## config.mk

```make
export PLATFORM = sky130hd
export DESIGN_NAME = vga_sync_gen_flat
export DESIGN_NICKNAME = d
export VERILOG_FILES = /design/src/rtl/vga_timing_pkg.sv /design/src/rtl/vga_sync_gen_if.sv /design/src/rtl/vga_sync_gen_pixel_tick_div.sv /design/src/rtl/vga_sync_gen.sv /design/src/flat_wrapper.sv
export SDC_FILE = /design/constraint.sdc
export NUM_CORES = 1
export LEC_CHECK = 0
export BUFFER_PORTS_ARGS = -buffer_cell sky130_fd_sc_hd__clkbuf_2
export CORE_AREA = 5 5 66 62
export CTS_CLUSTER_SIZE = 10
export DETAILED_ROUTE_END_ITERATION = 8
export DIE_AREA = 0 0 71 67
export GPL_ROUTABILITY_DRIVEN = 0
export PLACE_DENSITY = 0.6
export SYNTH_ARGS = -nofsm -noshare
export SYNTH_HDL_FRONTEND = slang
export SYNTH_SLANG_ARGS = --single-unit
```

## constraint.sdc

```tcl
create_clock -name clk -period 2.8 [get_ports clk]
set_input_delay 0.14 -clock clk [delete_from_list [all_inputs] [get_ports clk]]
set_output_delay 0.14 -clock clk [all_outputs]
set_load 0.01 [all_outputs]
```

## src/rtl/vga_timing_pkg.sv

```systemverilog
// Shared 640x480@60Hz VGA timing constants. The sync generator takes its
// defaults from here, and the renderers use it for their region bounds.
package vga_timing_pkg;

  localparam int CNT_W = 10;
  typedef logic [CNT_W-1:0] coord_t;

  localparam int CLK_DIV_DEF   = 4;
  localparam int H_DISPLAY_DEF = 640;
  localparam int H_FRONT_DEF   = 16;
  localparam int H_SYNC_DEF    = 96;
  localparam int H_BACK_DEF    = 48;
  localparam int V_DISPLAY_DEF = 480;
  localparam int V_FRONT_DEF   = 10;
  localparam int V_SYNC_DEF    = 2;
  localparam int V_BACK_DEF    = 33;

  localparam int H_TOTAL = H_DISPLAY_DEF + H_FRONT_DEF + H_SYNC_DEF + H_BACK_DEF;
  localparam int V_TOTAL = V_DISPLAY_DEF + V_FRONT_DEF + V_SYNC_DEF + V_BACK_DEF;

  // Sync pulse windows, inclusive on both ends.
  localparam int H_SYNC_START = H_DISPLAY_DEF + H_FRONT_DEF;
  localparam int H_SYNC_END   = H_SYNC_START + H_SYNC_DEF - 1;
  localparam int V_SYNC_START = V_DISPLAY_DEF + V_FRONT_DEF;
  localparam int V_SYNC_END   = V_SYNC_START + V_SYNC_DEF - 1;

  // True when a counter value lies inside the inclusive window [lo, hi].
  function automatic logic in_window(coord_t v, int lo, int hi);
    return (int'(v) >= lo) && (int'(v) <= hi);
  endfunction

endpackage

```

## src/rtl/vga_sync_gen_if.sv

```systemverilog
// Timing bundle from the sync generator to the renderers and the output stage.
interface vga_sync_gen_if;
  import vga_timing_pkg::*;

  logic   hsync;
  logic   vsync;
  logic   video_on;
  logic   p_tick;
  logic   frame_tick;
  coord_t x;
  coord_t y;

  modport master (
    output hsync, vsync, video_on, p_tick, frame_tick, x, y
  );

  modport slave (
    input hsync, vsync, video_on, p_tick, frame_tick, x, y
  );

endinterface

```

## src/rtl/vga_sync_gen_pixel_tick_div.sv

```systemverilog
// Mod-CLK_DIV counter producing a one-clock pixel tick every CLK_DIV clocks.
// With CLK_DIV = 1 the counter sits at 0 and the tick is held high.
module pixel_tick_div #(
  parameter int CLK_DIV = 4
) (
  input  logic clk,
  input  logic reset,
  output logic p_tick_o
);

  localparam int DIV_W = (CLK_DIV > 1) ? $clog2(CLK_DIV) : 1;
  localparam logic [DIV_W-1:0] DIV_LAST = DIV_W'(CLK_DIV - 1);

  logic [DIV_W-1:0] div_q;
  logic [DIV_W-1:0] div_d;

  // Next divider value: wrap after the last count.
  always_comb begin
    div_d = div_q + 1'b1;
    if (div_q == DIV_LAST) begin
      div_d = '0;
    end
  end

  // Divider register; reset restarts a full pixel period.
  always_ff @(posedge clk) begin
    if (reset) begin
      div_q <= '0;
    end else begin
      div_q <= div_d;
    end
  end

  assign p_tick_o = (div_q == DIV_LAST);

endmodule

```

## src/rtl/vga_sync_gen.sv

```systemverilog
// VGA timing generator: pixel tick, h/v counters, registered active-low syncs,
// video_on and a frame tick on the pixel that wraps both counters.
module vga_sync_gen
  import vga_timing_pkg::*;
#(
  parameter int CLK_DIV   = CLK_DIV_DEF,
  parameter int H_DISPLAY = H_DISPLAY_DEF,
  parameter int H_FRONT   = H_FRONT_DEF,
  parameter int H_SYNC    = H_SYNC_DEF,
  parameter int H_BACK    = H_BACK_DEF,
  parameter int V_DISPLAY = V_DISPLAY_DEF,
  parameter int V_FRONT   = V_FRONT_DEF,
  parameter int V_SYNC    = V_SYNC_DEF,
  parameter int V_BACK    = V_BACK_DEF
) (
  input  logic           clk,
  input  logic           reset,
  vga_sync_gen_if.master vga
);

  localparam int H_TOT    = H_DISPLAY + H_FRONT + H_SYNC + H_BACK;
  localparam int V_TOT    = V_DISPLAY + V_FRONT + V_SYNC + V_BACK;
  localparam int HS_START = H_DISPLAY + H_FRONT;
  localparam int HS_END   = HS_START + H_SYNC - 1;
  localparam int VS_START = V_DISPLAY + V_FRONT;
  localparam int VS_END   = VS_START + V_SYNC - 1;

  localparam coord_t X_LAST = coord_t'(H_TOT - 1);
  localparam coord_t Y_LAST = coord_t'(V_TOT - 1);
  localparam coord_t X_VIS  = coord_t'(H_DISPLAY);
  localparam coord_t Y_VIS  = coord_t'(V_DISPLAY);

  logic   p_tick;
  coord_t x_q, x_d;
  coord_t y_q, y_d;
  logic   hsync_q, vsync_q;

  pixel_tick_div #(
    .CLK_DIV (CLK_DIV)
  ) u_pixel_tick_div (
    .clk      (clk),
    .reset    (reset),
    .p_tick_o (p_tick)
  );

  // Next counter values: x advances per pixel tick, y advances as x wraps.
  always_comb begin
    x_d = x_q;
    y_d = y_q;
    if (p_tick) begin
      if (x_q == X_LAST) begin
        x_d = '0;
        if (y_q == Y_LAST) begin
          y_d = '0;
        end else begin
          y_d = y_q + 10'd1;
        end
      end else begin
        x_d = x_q + 10'd1;
      end
    end
  end

  // Counters and syncs; syncs decode the next counter values so they line up with x/y.
  always_ff @(posedge clk) begin
    if (reset) begin
      x_q     <= '0;
      y_q     <= '0;
      hsync_q <= 1'b1;
      vsync_q <= 1'b1;
    end else begin
      x_q     <= x_d;
      y_q     <= y_d;
      hsync_q <= !in_window(x_d, HS_START, HS_END);
      vsync_q <= !in_window(y_d, VS_START, VS_END);
    end
  end

  assign vga.x          = x_q;
  assign vga.y          = y_q;
  assign vga.hsync      = hsync_q;
  assign vga.vsync      = vsync_q;
  assign vga.p_tick     = p_tick;
  assign vga.video_on   = (x_q < X_VIS) && (y_q < Y_VIS);
  assign vga.frame_tick = p_tick && (x_q == X_LAST) && (y_q == Y_LAST);

endmodule

```

## src/flat_wrapper.sv

```systemverilog
// flat-port wrapper written by rule: the top's interface ports become plain ports
module vga_sync_gen_flat import vga_timing_pkg::*;
#(
  parameter int CLK_DIV   = CLK_DIV_DEF,
  parameter int H_DISPLAY = H_DISPLAY_DEF,
  parameter int H_FRONT   = H_FRONT_DEF,
  parameter int H_SYNC    = H_SYNC_DEF,
  parameter int H_BACK    = H_BACK_DEF,
  parameter int V_DISPLAY = V_DISPLAY_DEF,
  parameter int V_FRONT   = V_FRONT_DEF,
  parameter int V_SYNC    = V_SYNC_DEF,
  parameter int V_BACK    = V_BACK_DEF
)
  (clk, reset, vga_hsync, vga_vsync, vga_video_on, vga_p_tick, vga_frame_tick, vga_x, vga_y);
  vga_sync_gen_if vga_i ();
  input  logic clk;
  input  logic reset;
  output wire logic [$bits(vga_i.hsync)-1:0] vga_hsync;
  output wire logic [$bits(vga_i.vsync)-1:0] vga_vsync;
  output wire logic [$bits(vga_i.video_on)-1:0] vga_video_on;
  output wire logic [$bits(vga_i.p_tick)-1:0] vga_p_tick;
  output wire logic [$bits(vga_i.frame_tick)-1:0] vga_frame_tick;
  output wire logic [$bits(vga_i.x)-1:0] vga_x;
  output wire logic [$bits(vga_i.y)-1:0] vga_y;
  assign vga_hsync = vga_i.hsync;
  assign vga_vsync = vga_i.vsync;
  assign vga_video_on = vga_i.video_on;
  assign vga_p_tick = vga_i.p_tick;
  assign vga_frame_tick = vga_i.frame_tick;
  assign vga_x = vga_i.x;
  assign vga_y = vga_i.y;
  vga_sync_gen #(.CLK_DIV(CLK_DIV), .H_DISPLAY(H_DISPLAY), .H_FRONT(H_FRONT), .H_SYNC(H_SYNC), .H_BACK(H_BACK), .V_DISPLAY(V_DISPLAY), .V_FRONT(V_FRONT), .V_SYNC(V_SYNC), .V_BACK(V_BACK)) u_core (.clk(clk), .reset(reset), .vga(vga_i));
endmodule
```

After elaboration in Yosys (flattened, before gate mapping)
Cells that the tools add are included.
{ "totals": {"regBits": 24, "inputBits": 2, "out_inout_bits": 25} }
{ "classes": {"n_addsub": 3, "order_cmp": 6, "eq_ne": 3, "muxes": 5, "reduce_logical": 8} }
{ "ops": {"columns": ["op", "n"], "rows": [
  ["$mux W10", 5],
  ["$add A10 B1 Y10 const B", 2],
  ["$eq A10 B10 Y1 const B", 2],
  ["$ge A10 B10 Y1 const B", 1],
  ["$ge A10 B9 Y1 const B", 1],
  ["$le A10 B10 Y1 const B", 1],
  ["$le A10 B9 Y1 const B", 1],
  ["$lt A10 B10 Y1 const B", 1],
  ["$lt A10 B9 Y1 const B", 1],
  ["$logic_and A1 B1 Y1", 5],
  ["$add A2 B1 Y2 const B", 1],
  ["$eq A2 B2 Y1 const B", 1],
  ["$logic_not A1 Y1", 2],
  ["$reduce_or A2 Y1", 1]
]} }

Depth between registers and ports, before layout
Gate-level depths: netlist (run 1).
{ "depth": {"depth_word": 7, "mapped_depth": 8} }

Hierarchy
From an unflattened synthesis (run 1), not the netlist that was laid out.
{ "unflattened": {"cells_unflattened": 159, "area_unflattened_um2": 1370.1} }
{ "modules_own_cells": {"columns": ["mod", "instances", "cells_each", "area_each_um2"], "rows": [
  ["vga_sync_gen", 1, 154, 1295.0],
  ["pixel_tick_div", 1, 5, 75.1]
]} }

Worst setup path after synthesis (run 1)
No wires, ideal clock.
{ "synth_path": {"path_kind": "register -> register", "start": "register u_core.u_pixel_tick_div.div_q[0]", "end": "register u_core.y_q[0], in the netlist u_core.vga.y[0]", "setup_time_ps": 117, "arrival_time_ps": 2011, "required_time_ps": 2683, "path_slack_ps": 672, "stages_incl_launch_ff": 9, "path_buffers": 2, "period_less_slack_ps": 2128, "path_cell_list": "dfxtp_1 -> ha_1 -> buf_2 -> nand4_4 -> or3_4 -> nor3_1 -> or2_2 -> buf_2 -> nor2_1"} }
{ "synth_between": {"elab_chain_cells": 2} }
{ "synth_lines": {"columns": ["item", "line", "rtl"], "rows": [
  ["start: declaration", "vga_sync_gen_pixel_tick_div.sv:14", "logic [DIV_W-1:0] div_q;"],
  ["start signal: assignment", "vga_sync_gen_pixel_tick_div.sv:30", "div_q <= div_d;"],
  ["$eq A2 B2 Y1", "vga_sync_gen_pixel_tick_div.sv:34", "assign p_tick_o = (div_q == DIV_LAST);"],
  ["via vga_p_tick", "flat_wrapper.sv:21", "output wire logic [$bits(vga_i.p_tick)-1:0] vga_p_tick;"],
  ["$mux W10", "vga_sync_gen.sv:50", "if (p_tick) begin"],
  ["end signal: assignment", "vga_sync_gen.sv:73", "y_q <= y_d;"],
  ["end: declaration", "vga_sync_gen.sv:35", "coord_t y_q, y_d;"]
]} }
The timed path passes the listed nets, and every way through them passes these cells.
A chain may end at the register's enable or synchronous reset.

Worst setup path in the final report (run 1)
{ "layout_path": {"start": "register u_core.u_pixel_tick_div.div_q[0]", "end": "register u_core.vsync_q, in the netlist u_core.vga.vsync"} }
{ "layout_between": {"elab_chain_cells": 5, "elab_cells_between_ends": 6} }
{ "layout_lines": {"columns": ["item", "line", "rtl"], "rows": [
  ["$eq A2 B2 Y1 *", "vga_sync_gen_pixel_tick_div.sv:34", null],
  ["$mux W10 *", "vga_sync_gen.sv:50", null],
  ["$ge A10 B9 Y1 or $le A10 B9 Y1 (tied branches)", "vga_timing_pkg.sv:29", "return (int'(v) >= lo) && (int'(v) <= hi);"],
  ["$logic_and A1 B1 Y1 *", "vga_timing_pkg.sv:29", null],
  ["$logic_not A1 Y1 *", "vga_sync_gen.sv:75", "vsync_q <= !in_window(y_d, VS_START, VS_END);"],
  ["end signal: assignment", "vga_sync_gen.sv:75", null],
  ["end: declaration", "vga_sync_gen.sv:36", "logic hsync_q, vsync_q;"]
]} }
Every way passes the cells marked *; elsewhere a longest branch is shown, timed or not.

==> flow_summary_export.csv, run 1 <==
group,metric,value,unit
status,status,"complete, no violations",
timing,tightest_slew,0.506,ns
synth,syn-num-nets,151,
finish,final_cell_count_no_fill,216,
floorplan,die_y,67,microns
timing,clock-skew-final,0.00227,ns
global_routing,grt-ovfl-total,0,
placed_design,place_worst_setup_slack,0.518,ns
synth,ys_seq_area_frac,0.375,
synth,synth_top_family_by_area,"simple AND/OR/NAND/NOR gates",
synth,async_reset_ff_frac,0,
timing,hold_viol,0,
clock_network,tritoncts,"built",
global_routing,grt_pass1_vias,1047,
route,wl_met2,1310,microns
synth,synth-edff-count,0,
placed_design,io_buffers,26,
timing,tns,0,ns
synth,syn-mean-instance-area,8.84,sq um
timing,maxSlewViolCount,0,
clock_network,cts_buffers,3,
global_routing,grt_max_degree,16,
synth,ys_warn_count,0,
clock_network,htree_levels,1,
clock_network,cts-resized-gates,0,
pwr,p_total,608,uW
synth,ys_seq_elements,24,
floorplan,die_w,71,microns
synth,synth_commonest_cells,"dfxtp_1 (24), nor2_1 (19), nand2_1 (10), nand3_1 (10), xor2_1 (10)",
timing,fin_hold_ws,0.258,ns
floorplan,core.rowCount,20,
critical_path,cp.arrival,2.46,ns
global_routing,track_usage,0.128,
worst_hold_path,hp-class,"primary input to register",
synth,netlist_instances,145,
finish,drive_gt1_frac,0.238,
synth,synth_compound_area_frac,0.0898,
synth,yosys.area.top_type,"dfxtp_1",
clock_network,postCtsSetupBuffers,0,
route,drc,0,
timing,slew_headroom,0.660,
synth,synth_top_area_share,0.375,
floorplan,core-area,3300,sq um
finish,area_delta_synth_final,18.1,%
timing,fin_crit_sh,0.826,
route,met1_length,1390,microns
run,cap_violations,0,
synth,synth_area,1280,sq um
clock_network,cts.path.max_buffers,2,
route,drtAntennaViolNets,0,
timing,min_period,2.31,ns
floorplan,pin_count,27,
clock_network,postCtsHoldBufs,0,
synth,yosys.area_share.simple,0.347,
timing,rsz0062_at_grt,"false",
floorplan,initial_core_util,0.388,
floorplan,die-area,4760,sq um
pwr,power_density,401,nW/um^2
route,post_drt_wl_per_cell,13.4,microns
clock_network,clk_latency,0.27,ns
critical_path,critPathKind,"register to register",
pwr,vdd_drop_max,0.146,mV
synth,ys.flop_type,"dfxtp_1",
synth,synth-adder-area-share,0.0390,
finish,antenna_cells,0,
placed_design,dp_cells,212,
critical_path,required,2.95,ns
route,drtIter0Drc,76,
timing,max_freq,433,MHz
clock_network,clk_pin_slew_worst_paths,0.08,ns
route,highest_layer,"met4",
timing,layout_setup_ws,0.488,ns
critical_path,worstSetupStartpointType,"register",
clock_network,root_buffer,"clkbuf_8",
route,wl_met3,162,microns
synth,ys_top_cells_by_area,"dfxtp_1 (37%), xor2_1 (6.8%), nor2_1 (5.6%)",
critical_path,worstSetupEndpointType,"register",
route,viasPerCell,5.21,
route,vias,1125,
global_routing,grt_pass1_wl,4820,microns
synth,synth.most_common_cell,"dfxtp_1",
timing,setup_viol,0,
route,finalWirelength,2900,microns
synth,yosysUniqueCellTypes,42,
synth,synthMuxAreaShare,0.0234,
finish,nNetsFinal,179,
global_routing,antenna_found_initial,0,
synth,synth_xor_area_frac,0.102,
critical_path,cp_max_fo,10,
clock_network,cts.sinks,24,
placed_design,hpwl,2200,microns
route,first_pass_iters,4,
pwr,power.leakage,0.000595,uW
-- flip-flops by register name, summed over array words and instances, names as in the netlist --
name and count:
u_core.u_pixel_tick_div.div_q 2, u_core.vga.hsync 1, u_core.vga.vsync 1, u_core.vga.x 10, u_core.vga.y 10
-- stage by stage --
stage	cell area [sq um]	util
global placement	1460	0.442
detailed placement	1460	0.442
global route	1520	0.459
finish	1520	0.459
floorplan	1280	-
CTS	1520	0.459
-- metal layers --
layer | up-vias | global-route usage
met2 | 31 | 0.211
li1 | 576 | -
met4 | 0 | 0.0493
met3 | 5 | 0.0271
met1 | 513 | 0.163
met5 | - | 0
-- critical path: stages, from the launching register on --
cell	delay [ns]
dfxtp_1	0.34
ha_1	0.38
nand4_4	0.21
nor4_1	0.49
mux2i_1	0.29
nand3_1	0.10
or4_1	0.39
-- kinds of logic (layout without fill, tap and decap cells) --
kind of cell | after synthesis | in the layout
AND/OR/NAND/NOR | 75 | 75
flip-flops | 24 | 24
buffers and inverters | 7 | 34
XOR/XNOR | 15 | 15
AO/OA/AOI/OAI | 17 | 17
multiplexers | 3 | 3
adder cells (fa/ha/maj) | 4 | 4
-- final timing paths --
| check | slack (ns) | from | depth (start not counted) | end |
|---|---|---|---|---|
| hold / removal | 0.26 | reset | 2 | u_core.vga.x[1]$_SDFF_PP0_ |
| setup / recovery | 0.49 | u_core.u_pixel_tick_div.div_q[0]$_SDFF_PP0_ | 6 | u_core.vga.vsync$_SDFF_PP1_ |
| hold reg to reg | 0.43 | u_core.u_pixel_tick_div.div_q[0]$_SDFF_PP0_ | 1 | u_core.u_pixel_tick_div.div_q[0]$_SDFF_PP0_ |
| setup reg to reg | 0.49 | u_core.u_pixel_tick_div.div_q[0]$_SDFF_PP0_ | 6 | u_core.vga.vsync$_SDFF_PP1_ |
-- where the power goes --
group / leakage (uW) / total, uW / switching [uW] / internal [uW]
combinational: 0.000373 / 20.8 / 12.7 / 8.17
sequential: 0.000194 / 349 / 3.09 / 346
clock: 0.0000288 / 238 / 112 / 126
total: 0.000595 / 608 / 128 / 480
-- cells in the final DEF (no fill, tap or decap), types with 4 or more instances in the layout --
cell / count
nor3_1: 9
clkbuf_2: 26
o21ai_0: 4
xnor2_1: 5
dfxtp_1: 24
xor2_1: 10
nor2_1: 19
clkbuf_8: 4
nand3_1: 10
nand2_1: 10
ha_1: 4
-- cell type report --
class	instances	area (sq um)
fillers	358	1790
multi-input cells	114	772
flip-flops and latches	24	480
repair buffers	28	145
clock buffers	4	55.1
well taps	44	55.1
inverters	2	7.51
No activity file was read; power rests on OpenSTA's default activity.
==> run 2, diff against run 1 <==
Settings changed: ABC_AREA set to 1, CORE_AREA 5 5 66 62 to 5 5 68 64, DIE_AREA 0 0 71 67 to 0 0 73 69, PLACE_DENSITY 0.6 to 0.59.
Clock period 2.8 ns to 2.4 ns, I/O delays scaled along.
==> run 2 against run 1 <==
Effect of this change: non-clock buffer count shrank 2; final cell count grew 30%; sequential power grew 17%; via count grew 15%; first-iteration DRC count shrank 1.3%; highest routed layer unchanged; core utilization shrank 1.6 points; clock power grew 18%.
==> flow_summary_export.csv, run 2 <==
group,metric,value,unit
route,vias,1292,
worst_hold_path,hold_depth,2,
critical_path,timing.rr.end,"u_core.vga.vsync$_SDFF_PP1_",
clock_network,cts-resized-gates,0,
synth,synth-edff-count,0,
synth,async_reset_ff_frac,0,
clock_network,cts.path.max_buffers,2,
synth,synth_commonest_cells,"nand2_1 (51), nor2_1 (41), inv_1 (27)",
route,drtIter0Drc,75,
critical_path,cp.arrival,1.80,ns
timing,tightest_slew,0.374,ns
clock_network,clk_pin_slew_worst_paths,0.09,ns
global_routing,grt_max_degree,17,
critical_path,r2r_cells,10,
critical_path,critPathLaunch,"u_core.u_pixel_tick_div.div_q[0]$_SDFF_PP0_",
finish,nNetsFinal,241,
clock_network,tritoncts,"built",
synth,ys.flop_type,"dfxtp_1",
route,first_pass_iters,5,
timing,fin_hold_ws,0.278,ns
clock_network,cts_buffers,3,
critical_path,r2r_slack,0.58,ns
synth,netlist_instances,206,
synth,synth-adder-area-share,0.0372,
pwr,power_density,452,nW/um^2
clock_network,clk_latency,0.27,ns
finish,layout_common_cells,"nand2_1 (51), nor2_1 (41), inv_1 (27)",
status,status,"complete, no violations",
critical_path,crit_chain,"ha_1, nand2_2, nor2_4, inv_2, nor2_8, nand2_2, inv_1, clkbuf_2",
floorplan,die_w,73,microns
placed_design,io_buffers,26,
global_routing,antenna_found_initial,0,
synth,yosysUniqueCellTypes,26,
synth,ys_warn_count,0,
route,post_drt_wl_per_cell,11.5,microns
synth,ys_seq_area_frac,0.357,
timing,hold_viol,0,
synth,synth_xor_area_frac,0.0260,
critical_path,cp_common_cell,"nand2_2",
finish,layout_commonest_cell,"nand2_1",
timing,setup_viol,0,
route,drtAntennaViolNets,0,
finish,antenna_cells,0,
synth,synth.most_common_cell,"nand2_1",
critical_path,worstSetupStartpointType,"register",
pwr,power.leakage,0.000788,uW
synth,ys_seq_elements,24,
synth,synth_top_family_by_area,"simple AND/OR/NAND/NOR gates",
timing,fin_crit_sh,0.801,
synth,syn-num-nets,212,
synth,yosys.area.top_type,"dfxtp_1",
synth,synth_compound_area_frac,0.0474,
critical_path,critPathMaxStageDelay,0.34,ns
placed_design,hpwl,2540,microns
synth,ys_top_cells_by_area,"dfxtp_1 (36%), nand2_1 (14%), nor2_1 (11%)",
clock_network,cts.sinks,24,
pwr,p_total,714,uW
critical_path,required,2.28,ns
timing,layout_setup_ws,0.478,ns
worst_hold_path,hp-class,"primary input to register",
finish,area_delta_synth_final,17.5,%
timing,clock-skew-final,0.00280,ns
clock_network,postCtsHoldBufs,0,
floorplan,die_y,69,microns
critical_path,worstSetupEndpointType,"output port",
floorplan,core.rowCount,21,
timing,maxSlewViolCount,0,
timing,tns,0,ns
floorplan,initial_core_util,0.377,
synth,syn-mean-instance-area,6.54,sq um
synth,synthMuxAreaShare,0,
global_routing,grt_pass1_vias,1268,
critical_path,critPathKind,"register to output port",
clock_network,postCtsSetupBuffers,0,
run,cap_violations,0,
synth,yosys.area_share.simple,0.441,
timing,min_period,1.92,ns
synth,synth_top_area_share,0.357,
finish,drive_gt1_frac,0.192,
clock_network,root_buffer,"clkbuf_8",
timing,slew_headroom,0.744,
clock_network,htree_levels,1,
critical_path,r2r-start,"u_core.u_pixel_tick_div.div_q[0]$_SDFF_PP0_",
global_routing,track_usage,0.134,
global_routing,grt-ovfl-total,0,
route,drc,0,
timing,rsz0062_at_grt,"false",
synth,synth_area,1350,sq um
critical_path,critPathCapture,"vga_frame_tick",
critical_path,crit_slowest_cell,"dfxtp_1",
route,viasPerCell,4.61,
critical_path,cp_max_fo,10,
finish,fillCellCount,393,
pwr,vdd_drop_max,0.329,mV
timing,max_freq,520,MHz
route,finalWirelength,3220,microns
floorplan,die-area,5040,sq um
global_routing,grt_pass1_wl,5560,microns
floorplan,core-area,3570,sq um
placed_design,place_worst_setup_slack,0.590,ns
floorplan,pin_count,27,
==> run 2: changes by cell type in the layout (fill, tap and decap cells not counted), moves of 4 or more <==
cell and change:
inv_1 +25, inv_2 +4, nand2_1 +41, nand3_1 +11, nor2_1 +22, nor3_1 -6, xnor2_1 -5, xor2_1 -6
==> run 2: per-layer routing <==
metal  global-route usage  up-vias  part of all wire
met3               0.0363        2             0.039
li1                     -      697                 -
met2                0.234       17              0.49
met1                0.164      576              0.47
met4               0.0184        0            0.0043
met5                    0        -                 0
==> run 2: worst min-delay path by stage <==
stage | startpoint | to | slack, ns
6_report | reset | u_core.vga.x[1]$_SDFF_PP0_ | 0.28
5_1_grt | reset | u_core.vga.x[2]$_SDFF_PP0_ | 0.32
2_1_floorplan | reset | u_core.vga.x[2]$_SDFF_PP0_ | 0.39
3_5_place_dp | u_core.u_pixel_tick_div.div_q[0]$_SDFF_PP0_ | u_core.u_pixel_tick_div.div_q[0]$_SDFF_PP0_ | 0.42
3_3_place_gp | u_core.u_pixel_tick_div.div_q[0]$_SDFF_PP0_ | u_core.u_pixel_tick_div.div_q[0]$_SDFF_PP0_ | 0.42
4_1_cts | reset | u_core.vga.x[1]$_SDFF_PP0_ | 0.29
==> run 2: layout make-up <==
class,instances,area (sq um),share of cell area
multi-input combinational,149,742,0.469
sequential,24,480,0.304
clock buffer,4,55.1,0.0348
inverter,31,116,0.0736
timing repair buffer,26,130,0.0823
tap,46,57.6,0.0364
==> run 2: critical path, delay by kind of cell, from the launching register on <==
kind,cells,cell delay [ns]
fa+ha+maj,1,0.29
buf+inv,3,0.27
flops,1,0.34
simple gates,4,0.63
==> run 2: metrics by stage <==
step / area (sq um) / utilization / std cells
after floorplan: 1350 / - / 206
after global routing: 1580 / 0.443 / 280
after CTS: 1580 / 0.443 / 280
final: 1580 / 0.443 / 280
after detailed placement: 1530 / 0.427 / 276
after global placement: 1530 / 0.427 / 276
==> run 2: where the power goes <==
group          internal (uW)  switching (uW)
logic                   8.39            18.5
clock network            147             134
registers                403            3.30
total                    558             156
==> run 2: cell families after synthesis <==
kind of cell / after synthesis
AOI/OAI and AO/OA: 11
xor gates and xnor gates: 4
adders and majority gates: 4
buffers and inverters: 33
DFF: 24
and+or+nand+nor: 130
==> run 3, diff against run 2 <==
Settings changed: ABC_AREA 1 to 0, CORE_AREA 5 5 68 64 to 5 5 66 62, DIE_AREA 0 0 73 69 to 0 0 71 67, PLACE_DENSITY 0.59 to 0.6.
Clock period 2.4 ns to 1.8 ns, I/O delays scaled along.
==> run 3 against run 2 <==
Effect of this change: the flow now finishes with violations (setup timing); first-iteration DRC count rose by 2.7%; final cell count is 11% lower; clock power is 31% higher; core utilization is 12 points higher; critical endpoint is now u_core.vga.vsync$_SDFF_PP1_; largest power group unchanged.
==> flow_summary_export.csv, run 3 (synthesis gave the netlist of run 1 again) <==
group,metric,value,unit
status,status,"finished with violations",
status,violations,"setup timing",
placed_design,dp_cells,244,
critical_path,critPathMaxStageDelay,0.40,ns
critical_path,worstSetupEndpointType,"register",
pwr,power_density,519,nW/um^2
global_routing,grt_pass1_wl,5730,microns
pwr,p_total,961,uW
timing,rsz0062_at_grt,"true",
floorplan,core.rowCount,20,
global_routing,track_usage,0.152,
timing,min_period,1.84,ns
clock_network,cts_buffers,3,
route,finalWirelength,3370,microns
critical_path,critPathKind,"register to register",
clock_network,root_buffer,"clkbuf_8",
critical_path,crit_slowest_cell,"or4_1",
critical_path,r2r_cells,5,
critical_path,required,1.95,ns
critical_path,critPathCapture,"u_core.vga.vsync$_SDFF_PP1_",
floorplan,pin_count,27,
pwr,vdd_drop_max,0.344,mV
finish,layout_common_cells,"buf_4 (34), clkbuf_2 (25), dfxtp_1 (20)",
clock_network,cts.path.max_buffers,2,
floorplan,core-area,3300,sq um
pwr,netSwitchingFraction,0.213,
route,drtIter0Drc,77,
finish,drive_gt1_frac,0.424,
timing,slew_headroom,0.751,
critical_path,timing.rr.end,"u_core.vga.vsync$_SDFF_PP1_",
worst_hold_path,hp-class,"primary input to register",
critical_path,cp_max_fo,4,
critical_path,cp.arrival,1.99,ns
floorplan,die-area,4760,sq um
clock_network,cts.sinks,24,
route,drtAntennaViolNets,0,
pwr,pwr-share-seq,0.569,
timing,clock-skew-final,0.00233,ns
timing,layout_setup_ws,-0.0447,ns
route,post_drt_wl_per_cell,13.5,microns
finish,final_cell_count_no_fill,249,
floorplan,initial_core_util,0.388,
global_routing,grt-ovfl-total,0,
finish,nNetsFinal,212,
placed_design,hpwl,2600,microns
timing,setup_viol,2,
pwr,power.leakage,0.000799,uW
critical_path,crit_chain,"nand4bb_4, nor4_4, mux2i_1, nand3_1, or4_1",
clock_network,clk_pin_slew_worst_paths,0.09,ns
timing,tns,-0.0819,ns
global_routing,grt_pass1_vias,1226,
pwr,pwr-share-clk,0.384,
route,viasPerCell,5.12,
timing,tightest_slew,0.371,ns
placed_design,io_buffers,26,
floorplan,die_y,67,microns
finish,layout_commonest_cell,"buf_4",
global_routing,antenna_found_initial,0,
timing,fin_hold_ws,0.166,ns
clock_network,clk_latency,0.26,ns
route,first_pass_iters,4,
timing,max_freq,542,MHz
global_routing,grt_max_degree,15,
run,cap_violations,0,
pwr,p_switching,205,uW
critical_path,critPathLaunch,"u_core.vga.x[6]$_SDFF_PP0_",
clock_network,postCtsHoldBufs,0,
critical_path,r2r-start,"u_core.vga.x[6]$_SDFF_PP0_",
finish,antenna_cells,0,
timing,fin_crit_sh,1.02,
timing,hold_viol,0,
finish,fillCellCount,309,
pwr,p_int,756,uW
route,drc,0,
clock_network,tritoncts,"built",
clock_network,htree_levels,1,
pwr,power.combinational.fraction,0.047,
finish,area_delta_synth_final,44.3,%
timing,maxSlewViolCount,0,
critical_path,r2r_slack,-0.04,ns
critical_path,worstSetupStartpointType,"register",
floorplan,die_w,71,microns
route,vias,1274,
[run 3: cell types whose count changed in the layout (fill, tap and decap cells not counted), sizes merged, moves of 5 or more]
cell,change
xnor2,+5
nand3,-12
nor2,-26
nor3,+6
buf,+36
nand2,-44
xor2,+6
inv,-29
[run 3: layout make-up]
cell class              instances  area [sq um]  area share
multi-input cells             114           845       0.456
flip-flops and latches         24           485       0.262
repair buffers                 61           403       0.218
clock buffers                   4          55.1      0.0297
well taps                      44          55.1      0.0297
inverters                       2          7.51     0.00406
[run 3: worst max-delay path, delay by kind of cell, from the launching register on]
kind          cells  cell delay, ns
mux               1            0.29
simple gates      4            1.12
flops             1            0.32
[run 3: per-layer routing]
| layer | part of all wire | global-route usage | vias up |
|---|---|---|---|
| li1 | - | - | 638 |
| met5 | 0 | 0 | - |
| met2 | 0.49 | 0.256 | 30 |
| met3 | 0.041 | 0.0241 | 4 |
| met4 | 0.012 | 0.0610 | 0 |
| met1 | 0.46 | 0.195 | 602 |
[run 3: repair_timing]
| item | 4_1_cts | 5_1_grt |
|---|---|---|
| gates resized for setup | 5 | 5 |
| buffers inserted | 0 | 1 |
| pin swaps | 5 | 1 |
| endpoints found under the setup margin | 3 | 6 |
[run 3: power groups by stage]
stage	logic (uW)	clock network (uW)	registers (uW)
detailed placement	45.2	0	559
CTS	45.8	377	547
global placement	43.4	0	558
finish	45.1	369	547
global route	48.5	404	548
floorplan	27.7	0	560
[run 3: metrics by stage]
step                      utilization  setup WS, ns  instance area (sq um)
after floorplan                     -        -0.155                   1330
after global placement          0.526       -0.0270                   1740
after detailed placement        0.526       -0.0962                   1740
after CTS                       0.553       -0.0244                   1830
after global routing            0.560        -0.132                   1850
final                           0.560       -0.0447                   1850
[run 3: worst min-delay path by stage]
stage	start	to	slack, ns	cells past startpoint
after floorplan	reset	u_core.vga.x[0]$_SDFF_PP0_	0.16	1
after global placement	u_core.u_pixel_tick_div.div_q[0]$_SDFF_PP0_	u_core.u_pixel_tick_div.div_q[0]$_SDFF_PP0_	0.42	1
after detailed placement	u_core.u_pixel_tick_div.div_q[0]$_SDFF_PP0_	u_core.u_pixel_tick_div.div_q[0]$_SDFF_PP0_	0.42	1
after CTS	reset	u_core.vga.vsync$_SDFF_PP1_	0.16	4
after global routing	reset	u_core.vga.vsync$_SDFF_PP1_	0.18	4
final	reset	u_core.vga.vsync$_SDFF_PP1_	0.17	4
